**config.mk**
```make
export PLATFORM = sky130hd
export DESIGN_NAME = bus_sequencer_flat
export DESIGN_NICKNAME = d
export VERILOG_FILES = /design/src/rtl/bus_sequencer_if.sv /design/src/rtl/bus_sequencer.sv /design/src/flat_wrapper.sv
export SDC_FILE = /design/constraint.sdc
export NUM_CORES = 1
export LEC_CHECK = 0
export CORE_MARGIN = 2
export CORE_UTILIZATION = 39
export CTS_CLUSTER_DIAMETER = 80
export DETAILED_ROUTE_END_ITERATION = 10
export PLACE_DENSITY = 0.76
export SYNTH_ARGS = -nofsm -noshare
export SYNTH_HDL_FRONTEND = slang
export SYNTH_SLANG_ARGS = --single-unit
```
**constraint.sdc**
```tcl
create_clock -name clk -period 1.7 [get_ports clk]
set_clock_uncertainty 0.1 [all_clocks]
set_input_delay 0.255 -clock clk [delete_from_list [all_inputs] [get_ports clk]]
set_output_delay 0.255 -clock clk [all_outputs]
set_load 0.01 [all_outputs]
```
**src/rtl/bus_sequencer_if.sv**
```systemverilog
// rtl/bus_sequencer_if.sv - core-side and pin-side signals of the external bus sequencer
interface bus_sequencer_if;
  logic [15:0] address;
  logic        rw;
  logic [7:0]  data_out;
  logic [7:0]  data_in;
  logic        clk_enable;
  logic        mem_ready;
  logic [7:0]  uo_out;
  logic        ale_lo;
  logic        ale_hi;
  logic        we_n;
  logic [7:0]  uio_in;
  logic [7:0]  uio_out;
  logic [7:0]  uio_oe;

  modport master (
    input  address, rw, data_out, mem_ready, uio_in,
    output data_in, clk_enable, uo_out, ale_lo, ale_hi, we_n, uio_out, uio_oe
  );

  modport slave (
    output address, rw, data_out, mem_ready, uio_in,
    input  data_in, clk_enable, uo_out, ale_lo, ale_hi, we_n, uio_out, uio_oe
  );
endinterface

```
**src/rtl/bus_sequencer.sv**
```systemverilog
// rtl/bus_sequencer.sv - five-phase multiplexed bus sequencer stepping the 6502 core once per cycle
module bus_sequencer #(
  parameter logic [7:0] READ_RESET_VALUE = 8'hEA
) (
  input  logic              clk,
  input  logic              rst_n,
  input  logic              ena,
  bus_sequencer_if.master   bus
);

  typedef enum logic [2:0] {
    P_SAMPLE = 3'd0,
    P_ADL    = 3'd1,
    P_ADH    = 3'd2,
    P_DATA   = 3'd3,
    P_STEP   = 3'd4
  } phase_t;

  phase_t      state;
  logic [15:0] addr_q;
  logic        rw_q;
  logic [7:0]  wdata_q;
  logic [7:0]  data_in_q;
  logic [7:0]  uo_q;
  logic        ale_lo_q;
  logic        ale_hi_q;
  logic        we_n_q;
  logic [7:0]  oe_q;
  logic        clk_en_q;

  assign bus.data_in    = data_in_q;
  assign bus.clk_enable = clk_en_q;
  assign bus.uo_out     = uo_q;
  assign bus.ale_lo     = ale_lo_q;
  assign bus.ale_hi     = ale_hi_q;
  assign bus.we_n       = we_n_q;
  assign bus.uio_out    = wdata_q;
  assign bus.uio_oe     = oe_q;

  // Outputs are registered for the phase being entered, so every pin comes from a flop.
  always_ff @(posedge clk or negedge rst_n) begin
    if (!rst_n) begin
      state     <= P_SAMPLE;
      addr_q    <= 16'h0000;
      rw_q      <= 1'b1;
      wdata_q   <= 8'h00;
      data_in_q <= READ_RESET_VALUE;
      uo_q      <= 8'h00;
      ale_lo_q  <= 1'b0;
      ale_hi_q  <= 1'b0;
      we_n_q    <= 1'b1;
      oe_q      <= 8'h00;
      clk_en_q  <= 1'b0;
    end else if (!ena) begin
      clk_en_q <= 1'b0;
    end else begin
      case (state)
        P_SAMPLE: begin
          addr_q   <= bus.address;
          rw_q     <= bus.rw;
          wdata_q  <= bus.data_out;
          uo_q     <= bus.address[7:0];
          ale_lo_q <= 1'b1;
          state    <= P_ADL;
        end
        P_ADL: begin
          uo_q     <= addr_q[15:8];
          ale_lo_q <= 1'b0;
          ale_hi_q <= 1'b1;
          state    <= P_ADH;
        end
        P_ADH: begin
          ale_hi_q <= 1'b0;
          oe_q     <= rw_q ? 8'h00 : 8'hFF;
          we_n_q   <= rw_q;
          state    <= P_DATA;
        end
        P_DATA: begin
          if (bus.mem_ready) begin
            if (rw_q) begin
              data_in_q <= bus.uio_in;
            end
            we_n_q   <= 1'b1;
            clk_en_q <= 1'b1;
            state    <= P_STEP;
          end
        end
        P_STEP: begin
          // A freeze inside P_STEP drops the pulse; re-raise it once on resume so the core still steps.
          if (clk_en_q) begin
            clk_en_q <= 1'b0;
            oe_q     <= 8'h00;
            state    <= P_SAMPLE;
          end else begin
            clk_en_q <= 1'b1;
          end
        end
        default: begin
          state <= P_SAMPLE;
        end
      endcase
    end
  end

endmodule

```
**src/flat_wrapper.sv**
```systemverilog
// flat-port wrapper written by rule: the top's interface ports become plain ports
module bus_sequencer_flat 
#(
  parameter logic [7:0] READ_RESET_VALUE = 8'hEA
)
  (clk, rst_n, ena, bus_address, bus_rw, bus_data_out, bus_mem_ready, bus_uio_in, bus_data_in, bus_clk_enable, bus_uo_out, bus_ale_lo, bus_ale_hi, bus_we_n, bus_uio_out, bus_uio_oe);
  bus_sequencer_if bus_i ();
  input  logic clk;
  input  logic rst_n;
  input  logic ena;
  input wire logic [$bits(bus_i.address)-1:0] bus_address;
  input wire logic [$bits(bus_i.rw)-1:0] bus_rw;
  input wire logic [$bits(bus_i.data_out)-1:0] bus_data_out;
  input wire logic [$bits(bus_i.mem_ready)-1:0] bus_mem_ready;
  input wire logic [$bits(bus_i.uio_in)-1:0] bus_uio_in;
  output wire logic [$bits(bus_i.data_in)-1:0] bus_data_in;
  output wire logic [$bits(bus_i.clk_enable)-1:0] bus_clk_enable;
  output wire logic [$bits(bus_i.uo_out)-1:0] bus_uo_out;
  output wire logic [$bits(bus_i.ale_lo)-1:0] bus_ale_lo;
  output wire logic [$bits(bus_i.ale_hi)-1:0] bus_ale_hi;
  output wire logic [$bits(bus_i.we_n)-1:0] bus_we_n;
  output wire logic [$bits(bus_i.uio_out)-1:0] bus_uio_out;
  output wire logic [$bits(bus_i.uio_oe)-1:0] bus_uio_oe;
  assign bus_i.address = bus_address;
  assign bus_i.rw = bus_rw;
  assign bus_i.data_out = bus_data_out;
  assign bus_i.mem_ready = bus_mem_ready;
  assign bus_i.uio_in = bus_uio_in;
  assign bus_data_in = bus_i.data_in;
  assign bus_clk_enable = bus_i.clk_enable;
  assign bus_uo_out = bus_i.uo_out;
  assign bus_ale_lo = bus_i.ale_lo;
  assign bus_ale_hi = bus_i.ale_hi;
  assign bus_we_n = bus_i.we_n;
  assign bus_uio_out = bus_i.uio_out;
  assign bus_uio_oe = bus_i.uio_oe;
  bus_sequencer #(.READ_RESET_VALUE(READ_RESET_VALUE)) u_core (.clk(clk), .rst_n(rst_n), .ena(ena), .bus(bus_i));
endmodule
```
==> flow_summary_export.csv, run 1 <==
group,metric,value,unit
yosys,yosysSeqAreaShare,57.0,%
yosys,synth.net_count,179,
critical_path,r2r_cells,4,
power,power.density,1760,nW/um^2
critical_path,slowest_stage,"clkdlybuf4s50_1",
cts,clockBufferDepth,2,
cells_and_area,diodes,0,
critical_path,worstPathRequired,1.34,ns
cts,cts_tree,"done",
power,seqPwrFrac,37.2,%
critical_path,r2r_start,"u_core.rw_q",
cells_and_area,areaGrowthSynthToFinish,52.7,%
floorplanning,row_count,24,
critical_path,cp.arrival,1.27,ns
route,drc_errors,0,
critical_path,cp-end-kind,"primary output",
power,netSwitchingPower,0.00152,W
critical_path,critPathMaxStageDelay,0.56,ns
min_path,hold_class,"input port to async pin",
sta,rsz0062_at_grt,"false",
global_route,grt.overflow.total,0,
critical_path,start_kind,"flip-flop",
global_route,grt_pass1_wl,6340,um
cells_and_area,layout_commonest_cell,"clkdlybuf4s50_1",
cts,root_buffer,"clkbuf_8",
critical_path,criticalPathCategory,"flip-flop to primary output",
route,drt-total-wl,3800,um
run,cap_violations,0,
floorplanning,design.die.area,5220,um^2
critical_path,cp.depth,1,
cells_and_area,layout.nets,260,
power,p_comb_share,46.4,%
route,viasPerCell,4.89,
power,p_clk_share,16.3,%
run_status,outcome,"finished, final reports clean",
global_route,grt_max_degree,42,
yosys,synthesis.area,1820,um^2
placement,routabilityCongestion,0.812,
yosys,avgSynthCellArea,12.8,um^2
placement,dp.cells,266,
route,drtIter0Drc,45,
critical_path,reg2reg_slack,0.14,ns
sta,fmax,615,MHz
yosys,synth_cells,142,
cts,clock_sinks,41,
sta,setup_viol,0,
sta,finalHoldViolCount,0,
critical_path,cpLargestDelayFamily,"buffers and inverters",
sta,slew_headroom,84.1,%
cts,clock_latency,0.29,ns
route,firstDrtPassIters,4,
critical_path,critPathMaxFanout,9,
route,dr_total_vias,1351,
floorplanning,fp.coreArea,4410,um^2
placement,port_buffers,72,
sta,post-route-min-period,1.63,ns
route,ant_nets,0,
critical_path,crit_buf_inv,1,
floorplanning,initial_core_util,41.2,%
floorplanning,dieWidth,72.3,um
cells_and_area,drive_gt1_share,27.7,%
sta,min_period_over_period,95.7,%
yosys,yosys_warnings,0,
cells_and_area,final_cell_mix,"clkdlybuf4s50_1 (65), dfrtp_1 (32), mux2_2 (25)",
sta,drv_slew,0,
critical_path,critPathLaunch,"u_core.bus.uio_oe[6]",
yosys,synth_seq_cells,41,
placement,dp_hpwl,2720,um
critical_path,r2r_end,"u_core.bus.data_in[2]",
cells_and_area,final_cells,276,
critical_path,cp_cell_sequence,"clkdlybuf4s50_1",
yosys,synthDistinctLibCells,25,
sta,tightestPinTransition,0.237,ns
sta,setup-tns-final,0,ns
cts,clk_pin_slew,0.08,ns
power,leakage,1.17,nW
floorplanning,dieHeight,72.3,um
cts,cts_max_level,2,
floorplanning,pin_count,73,
cts,cts-buffers-inserted,5,
global_route,grt_pass1_vias,1343,
global_route,antenna_found_initial,0,
global_route,grtUsageTotal,15.8,%
cells_and_area,fillCellCount,371,
power,max-vdd-ir-drop,0.938,mV
power,p_int,0.00338,W
route,wire_per_inst,13.8,um
power,switching_share,31.0,%
-- layout make-up --
class | count | area (um^2) | area share (%)
multi-input cells | 84 | 676 | 24.4
clock buffers | 7 | 86.3 | 3.11
well taps | 52 | 65.1 | 2.35
repair buffers | 88 | 868 | 31.3
inverters | 3 | 11.3 | 0.406
clock inverters | 1 | 30.0 | 1.08
flip-flops and latches | 41 | 1040 | 37.4
-- sequential cells by signal, indices dropped and copies added (netlist names) --
register	flops
u_core.bus.ale_lo	1
u_core.state	3
u_core.bus.clk_enable	1
u_core.bus.data_in	8
u_core.bus.we_n	1
u_core.bus.uo_out	8
u_core.bus.ale_hi	1
u_core.rw_q	1
u_core.bus.uio_out	8
u_core.addr_q	8
u_core.bus.uio_oe	1
-- power groups by stage --
stage	clock network, W	registers (W)	logic, W
after detailed placement	0	0.00184	0.00233
after global placement	0	0.00183	0.00228
after CTS	0.000840	0.00183	0.00228
after global routing	0.000884	0.00189	0.00247
final	0.000800	0.00182	0.00227
after floorplan	0	0.00196	0.00109
-- metal layers --
layer	vias to the layer above	wire [um]	part of all wire, %	GRT usage [%]
li1	654	-	-	-
met1	624	1740	46	21.7
met2	67	1600	42	23.0
met3	6	413	11	6.39
met4	0	50	1.3	5.03
met5	-	0	0	0
-- cell families (layout without fill, tap and decap cells) --
| logic type | count (synthesis) | count (layout) | share of synthesized area [%] |
|---|---|---|---|
| AND/OR/NAND/NOR | 24 | 24 | 8.54 |
| buffers and inverters | 17 | 99 | 5.85 |
| flip-flops | 41 | 41 | 57.0 |
| multiplexers | 33 | 33 | 19.9 |
| AO/OA/AOI/OAI | 27 | 27 | 8.75 |
-- synth_stat cells (all sizes together) --
cell type	instances	area (um^2)
a21o	1	7.51
a21oi	12	60.1
a221oi	1	8.76
a31o	1	8.76
a31oi	4	25.0
and2	1	6.26
buf	14	95.1
dfrtp	34	851
dfstp	7	184
inv	3	11.3
mux2	25	282
mux2i	8	80.1
nand2	3	11.3
nand2b	5	38.8
nor2	10	37.5
nor2b	1	6.26
nor3	2	32.5
nor3b	1	12.5
o211ai	1	7.51
o21ai	4	20.0
o22ai	1	6.26
o31ai	2	15.0
or4b	1	10.0
-- timing repair --
item | CTS | global route
setup buffers | 0 | 1
setup endpoints to repair | 14 | 6
hold endpoints to repair | 34 | 0
gates resized for setup | 7 | 1
hold buffers | 1 | 0
pin swaps | 0 | 0
-- worst max path at each step --
| stage | end | slack (ns) |
|---|---|---|
| 4_1_cts | bus_uio_oe[3] | 0.02 |
| 3_5_place_dp | u_core.addr_q[12] | -0.15 |
| 5_1_grt | bus_uio_oe[3] | 0.009 |
| 2_1_floorplan | u_core.addr_q[12] | 0.07 |
| 3_3_place_gp | u_core.bus.uio_out[0] | -0.13 |
| 6_report | bus_uio_oe[3] | 0.07 |
-- per-stage QoR --
stage          setup slack [ns]  hold WS [ns]  cell area [um^2]  total power [W]  util (%)
2_1_floorplan            0.0743        -0.141              1820          0.00305         -
3_3_place_gp             -0.131         0.144              2650          0.00412      59.9
3_5_place_dp             -0.149         0.144              2650          0.00417      59.9
4_1_cts                  0.0249         0.372              2770          0.00496      62.6
5_1_grt                 0.00853         0.378              2770          0.00524      62.8
6_report                 0.0733         0.367              2770          0.00490      62.8
Note: power is estimated with default switching activity, not from simulation.
==> run 2: changes to the inputs <==
--- a/config.mk
+++ b/config.mk
@@ -6,10 +6,12 @@
 export NUM_CORES = 1
 export LEC_CHECK = 0
 export CORE_MARGIN = 2
-export CORE_UTILIZATION = 39
+export CORE_UTILIZATION = 55
 export CTS_CLUSTER_DIAMETER = 80
 export DETAILED_ROUTE_END_ITERATION = 10
-export PLACE_DENSITY = 0.76
+export DONT_BUFFER_PORTS = 1
+export GPL_ROUTABILITY_DRIVEN = 0
+export PLACE_DENSITY = 0.73
 export SYNTH_ARGS = -nofsm -noshare
 export SYNTH_HDL_FRONTEND = slang
 export SYNTH_SLANG_ARGS = --single-unit
==> run 2 against run 1 <==
Effect of this change:
- first-iteration DRC count rose by 93%
- global-route usage rose by 4.5 points
- utilization rose by 9.5 points
- power fell by 22%
- worst hold slack got worse by 0.36 ns
- critical path depth rose by 3
- sequential cell count did not move
- final cell count fell by 21%
- design area fell by 19%
- combinational power fell by 44%
- clock power fell by 36%
- largest cell class unchanged
==> flow_summary_export.csv, run 2 (synthesis results as in run 1) <==
group,metric,value,unit
run_status,outcome,"finished, final reports clean",
cts,clock_latency,0.35,ns
sta,finalHoldViolCount,0,
global_route,grt.overflow.total,0,
floorplanning,fp.coreArea,3100,um^2
sta,fmax,636,MHz
cells_and_area,final_cell_mix,"dfrtp_1 (33), dlygate4sd3_1 (29), mux2_2 (25)",
cts,root_buffer,"clkbuf_4",
power,p_clk_share,13.4,%
cts,clock_sinks,41,
critical_path,r2r_start,"u_core.state[0]",
global_route,met2_usage,33.9,%
cts,cts_tree,"done",
sta,slew_headroom,81.3,%
sta,min_period_over_period,92.5,%
route,drt-total-wl,3710,um
route,viasPerCell,5.51,
critical_path,r2r_end,"u_core.bus.uio_out[4]",
floorplanning,dieHeight,61.5,um
global_route,grt_util_met3,7.14,%
sta,setup-tns-final,0,ns
critical_path,critPathMaxFanout,18,
power,switching_share,37.4,%
sta,setup_viol,0,
min_path,hold_end,"u_core.bus.uo_out[0]",
cts,cts-buffers-inserted,5,
global_route,busiest_layer,"met2",
critical_path,reg2reg_slack,0.13,ns
power,p_comb_share,33.2,%
sta,post-route-min-period,1.57,ns
floorplanning,pin_count,73,
sta,rsz0062_at_grt,"false",
floorplanning,row_count,20,
route,wire_per_inst,17.1,um
global_route,grtUsageTotal,20.4,%
sta,fin_hold_ws,0.00794,ns
placement,dp_slack,0.0650,ns
cells_and_area,diodes,0,
power,p_int,0.00240,W
global_route,use_met1,23.2,%
cells_and_area,layout_commonest_cell,"dfrtp_1",
sta,tightestPinTransition,0.278,ns
critical_path,cp.arrival,1.71,ns
run,cap_violations,0,
cts,cts_max_level,2,
route,drtIter0Drc,87,
route,ant_nets,0,
cells_and_area,areaGrowthSynthToFinish,23.5,%
power,max-vdd-ir-drop,0.861,mV
route,firstDrtPassIters,4,
critical_path,start_kind,"flip-flop",
sta,fin_ws,0.128,ns
cells_and_area,drive_gt1_share,31.2,%
floorplanning,initial_core_util,58.5,%
min_path,min_from,"bus_address[0]",
global_route,grt_pass1_wl,5360,um
cells_and_area,fillCellCount,224,
power,power.density,1710,nW/um^2
power,leakage,0.942,nW
placement,dp_hpwl,2270,um
critical_path,cp-end-kind,"flip-flop",
floorplanning,design.die.area,3780,um^2
global_route,grt_max_degree,42,
cts,clockBufferDepth,2,
power,seqPwrFrac,53.4,%
floorplanning,dieWidth,61.5,um
placement,port_buffers,0,
route,drc_errors,0,
global_route,antenna_found_initial,0,
critical_path,r2r_cells,4,
critical_path,worstPathRequired,1.84,ns
critical_path,criticalPathCategory,"flip-flop to flip-flop",
min_path,hold_depth,2,
min_path,hold_class,"input port to flip-flop",
global_route,grt_pass1_vias,1212,
cts,clk_pin_slew,0.12,ns
sta,drv_slew,0,
route,dr_total_vias,1196,
cells_and_area,layout.nets,209,
critical_path,critPathLaunch,"u_core.state[0]",
power,netSwitchingPower,0.00143,W
==> run 2: how the worst max path moves through the flow <==
| stage | slack [ns] | depth (start not counted) | to |
|---|---|---|---|
| floorplan | 0.07 | 4 | u_core.addr_q[12] |
| global placement | 0.11 | 3 | u_core.bus.data_in[2] |
| detailed placement | 0.06 | 3 | u_core.bus.data_in[2] |
| CTS | 0.04 | 3 | u_core.bus.data_in[2] |
| global route | 0.08 | 4 | u_core.addr_q[11] |
| finish | 0.13 | 4 | u_core.bus.uio_out[4] |
==> run 2: area by class of cell <==
class / instances / area, um^2 / area share, %
multi-input combinational: 84 / 676 / 30.1
tap: 44 / 55.1 / 2.45
clock buffer: 6 / 51.3 / 2.29
inverter: 3 / 11.3 / 0.502
sequential: 41 / 1040 / 46.2
timing repair buffer: 37 / 400 / 17.8
clock inverter: 2 / 13.8 / 0.613
==> run 2: critical path, cell delays in order, from the launching register on <==
cell and delay (ns):
dfrtp_1 0.43, nand2b_1 0.21, nor3_4 0.18, buf_12 0.19
mux2_2 0.34
==> run 2: routing by layer <==
layer  vias to the layer above  share of wire, %
li1                        552                 -
met1                       572                37
met2                        57                52
met3                        15               8.4
met4                         0               3.2
met5                         -                 0
==> run 2: timing repair <==
action | 4_1_cts | 5_1_grt
resized for setup | 0 | 1
hold buffers | 30 | 0
hold endpoints to repair | 71 | 0
setup buffers | 0 | 1
endpoints found under the setup margin | 0 | 6
==> run 2: stage by stage <==
| step | instances | instance area, um^2 | total power (W) | util (%) |
|---|---|---|---|---|
| CTS | 216 | 2220 | 0.00383 | 71.6 |
| finish | 217 | 2240 | 0.00384 | 72.3 |
| global route | 217 | 2240 | 0.00409 | 72.3 |
| global placement | 178 | 1850 | 0.00316 | 59.5 |
| floorplan | 142 | 1820 | 0.00305 | - |
| detailed placement | 178 | 1850 | 0.00325 | 59.5 |
==> run 2: power by group through the flow <==
| stage | logic, W | clock network, W | registers (W) |
|---|---|---|---|
| after floorplan | 0.00109 | 0 | 0.00196 |
| after global placement | 0.00113 | 0 | 0.00204 |
| after detailed placement | 0.00119 | 0 | 0.00206 |
| after CTS | 0.00126 | 0.000529 | 0.00204 |
| after global routing | 0.00141 | 0.000574 | 0.00211 |
| final | 0.00127 | 0.000514 | 0.00205 |
==> RTL change, RTL diff (flow settings as in run 1) <==
Encoding of `phase_t`: now one-hot (5 bits for 5 values).
--- a/src/rtl/bus_sequencer.sv
+++ b/src/rtl/bus_sequencer.sv
@@ -9,10 +9,10 @@
 );
 
-  typedef enum logic [2:0] {
-    P_SAMPLE = 3'd0,
-    P_ADL    = 3'd1,
-    P_ADH    = 3'd2,
-    P_DATA   = 3'd3,
-    P_STEP   = 3'd4
+  typedef enum logic [4:0] {
+    P_SAMPLE = 5'b00001,
+    P_ADL    = 5'b00010,
+    P_ADH    = 5'b00100,
+    P_DATA   = 5'b01000,
+    P_STEP   = 5'b10000
   } phase_t;
 
Behaviour: same outputs for any inputs over 10 cycles, from zero or initial values and one cycle with rst_n low; not proved beyond that.
==> RTL change against run 1 <==
- the run now ends with negative setup slack left
- critical path depth up 3
- synthesized area up 10%
- wire length up 20%
- total power down 4.5%
- design area up 9.9%
- sequential share of layout area down 1.7 points
- worst setup slack worse by 0.13 ns
- via count up 18%
- sequential cell count up 2
- sequential power down 5%
- register-to-register slack worse by 0.19 ns
- clock power down 20%
- critical path type is now reg -> reg
- critical endpoint is now u_core.bus.uo_out[0]$_DFFE_PN0P_
==> RTL change: results (changes against run 1) <==
run status: finished, violations left
failing checks: negative setup slack
CP max-delay cell: or4b_4
Mapped Nets: 203 (+13%)
largest net degree at the start of global routing: 44 (+4.8%)
DP Area: 2861 sq um (+8.2%)
vias in the first global route: 1503 (+12%)
gp weighted congestion: 0.8968 (+10%)
Inst Count DP: 309 (+16%)
DP Worst Slack: -0.1834 ns (-0.03450 ns)
Static Leak: 0.001319 uW (+13%)
list of most frequent post-synthesis cells: dfrtp_1, mux2_2, a21oi_1
Metal-1 WL: 2002 um (+15%)
sequential share of the synthesized area: 54.25% (-2.7 points)
Final #Nets: 288 (+11%)
setup violators final: 24 (+24)
Area contributors post-synth: dfrtp_1, mux2_2, dfstp_2
DR WL met3: 320 um (-23%)
Worst Slack Setup Final: -0.05282 ns (-0.1261 ns)
VDD IR max: 0.8821 mV (-6.0%)
initial antenna violation count: 0 (unchanged)
syn avg cell area: 12.06 sq um (-5.7%)
max_slew headroom: 63.39% (-21 points)
via-per-instance ratio: 4.950 (+1.1%)
routed wl met2: 2206 um (+38%)
first-pass GRT wire length: 6893 um (+8.7%)
Cell variety after synth: 39 (+56%)
worst path arrival time: 1.88 ns (+0.61 ns)
layout cell share with drive strength beyond 1: 31.35% (+3.7 points)
Initial DRC Count: 84 (+87%)
CP Max Fanout: 7 (-2)
Fill cells: 429 (+16%)
GRT Total Usage: 15.84% (about the same)
Hold WC Path Type: reg -> reg
[RTL change: changes by cell type after synthesis, sizes merged, moves of 4 or more]
cell    delta
a31oi      +6
clkbuf     +6
mux2i      -8
nand2b     -4
nor2       -8
nor4b      +4
o21ai      +6
or3b       +8
[RTL change: logic make-up (layout without fill, tap and decap cells)]
kind of cell	Yosys count	in the layout	share of synthesized area, %
simple gates	28	28	10.88
buf+inv	26	112	7.250
mux	25	25	14.06
xor+xnor	3	3	1.313
compound gates	41	41	12.25
flops	43	43	54.25
[RTL change: path summary, 6_finish.rpt]
| path | startpoint | slack [ns] | depth (start not counted) | to |
|---|---|---|---|---|
| min in group asynchronous | rst_n | 0.45 | 3 | u_core.bus.uio_oe[6]$_DFFE_PN0P_ |
| hold reg to reg | u_core.addr_q[12]$_DFFE_PN0P_ | 0.41 | 1 | u_core.addr_q[12]$_DFFE_PN0P_ |
| max in group asynchronous | rst_n | 0.66 | 3 | u_core.bus.uio_out[1]$_DFFE_PN0P_ |
| setup / recovery | u_core.state[2]$_DFFE_PN0P_ | -0.05 | 4 | u_core.bus.uo_out[0]$_DFFE_PN0P_ |
| hold / removal | u_core.addr_q[12]$_DFFE_PN0P_ | 0.41 | 1 | u_core.addr_q[12]$_DFFE_PN0P_ |
| setup reg to reg | u_core.state[2]$_DFFE_PN0P_ | -0.05 | 4 | u_core.bus.uo_out[0]$_DFFE_PN0P_ |
[RTL change: worst max-delay path, delay by kind of cell (launching register included)]
kind	cells	cell delay [ns]
buffers and inverters	1	0.15
AOI/OAI and AO/OA	1	0.13
DFF	1	0.38
and+or+nand+nor	2	0.91
[RTL change: where the power goes]
| part | leakage (uW) | internal (uW) | total (uW) | switching (uW) |
|---|---|---|---|---|
| Sequential | 0.000499 | 1460 | 1730 | 269 |
| Clock | 0.0000412 | 287 | 639 | 352 |
| Combinational | 0.000779 | 1380 | 2310 | 923 |
| Total | 0.00132 | 3130 | 4680 | 1540 |
[RTL change: metal layers]
layer / vias to the layer above / GRT usage, %
met4: 0 / 4.678
met1: 767 / 19.90
met2: 53 / 25.80
li1: 769 / -
met3: 5 / 5.688
met5: - / 0
[RTL change: timing repair]
| item | CTS | global route |
|---|---|---|
| hold buffers | 1 | 0 |
| pin swaps | 14 | 8 |
| gates cloned | 1 | 1 |
| buffers inserted | 1 | 1 |
| resized for setup | 19 | 10 |
| hold endpoints to repair | 35 | 0 |
| setup endpoints to repair | 38 | 35 |
[RTL change: layout make-up]
class	instances	area (sq um)	area share (%)
tap	70	87.58	2.874
clock inverter	2	12.51	0.4105
clock buffer	6	72.57	2.381
multi-input combinational	97	829.5	27.22
inverter	6	22.52	0.7389
sequential	43	1087	35.67
timing repair buffer	98	935.9	30.71
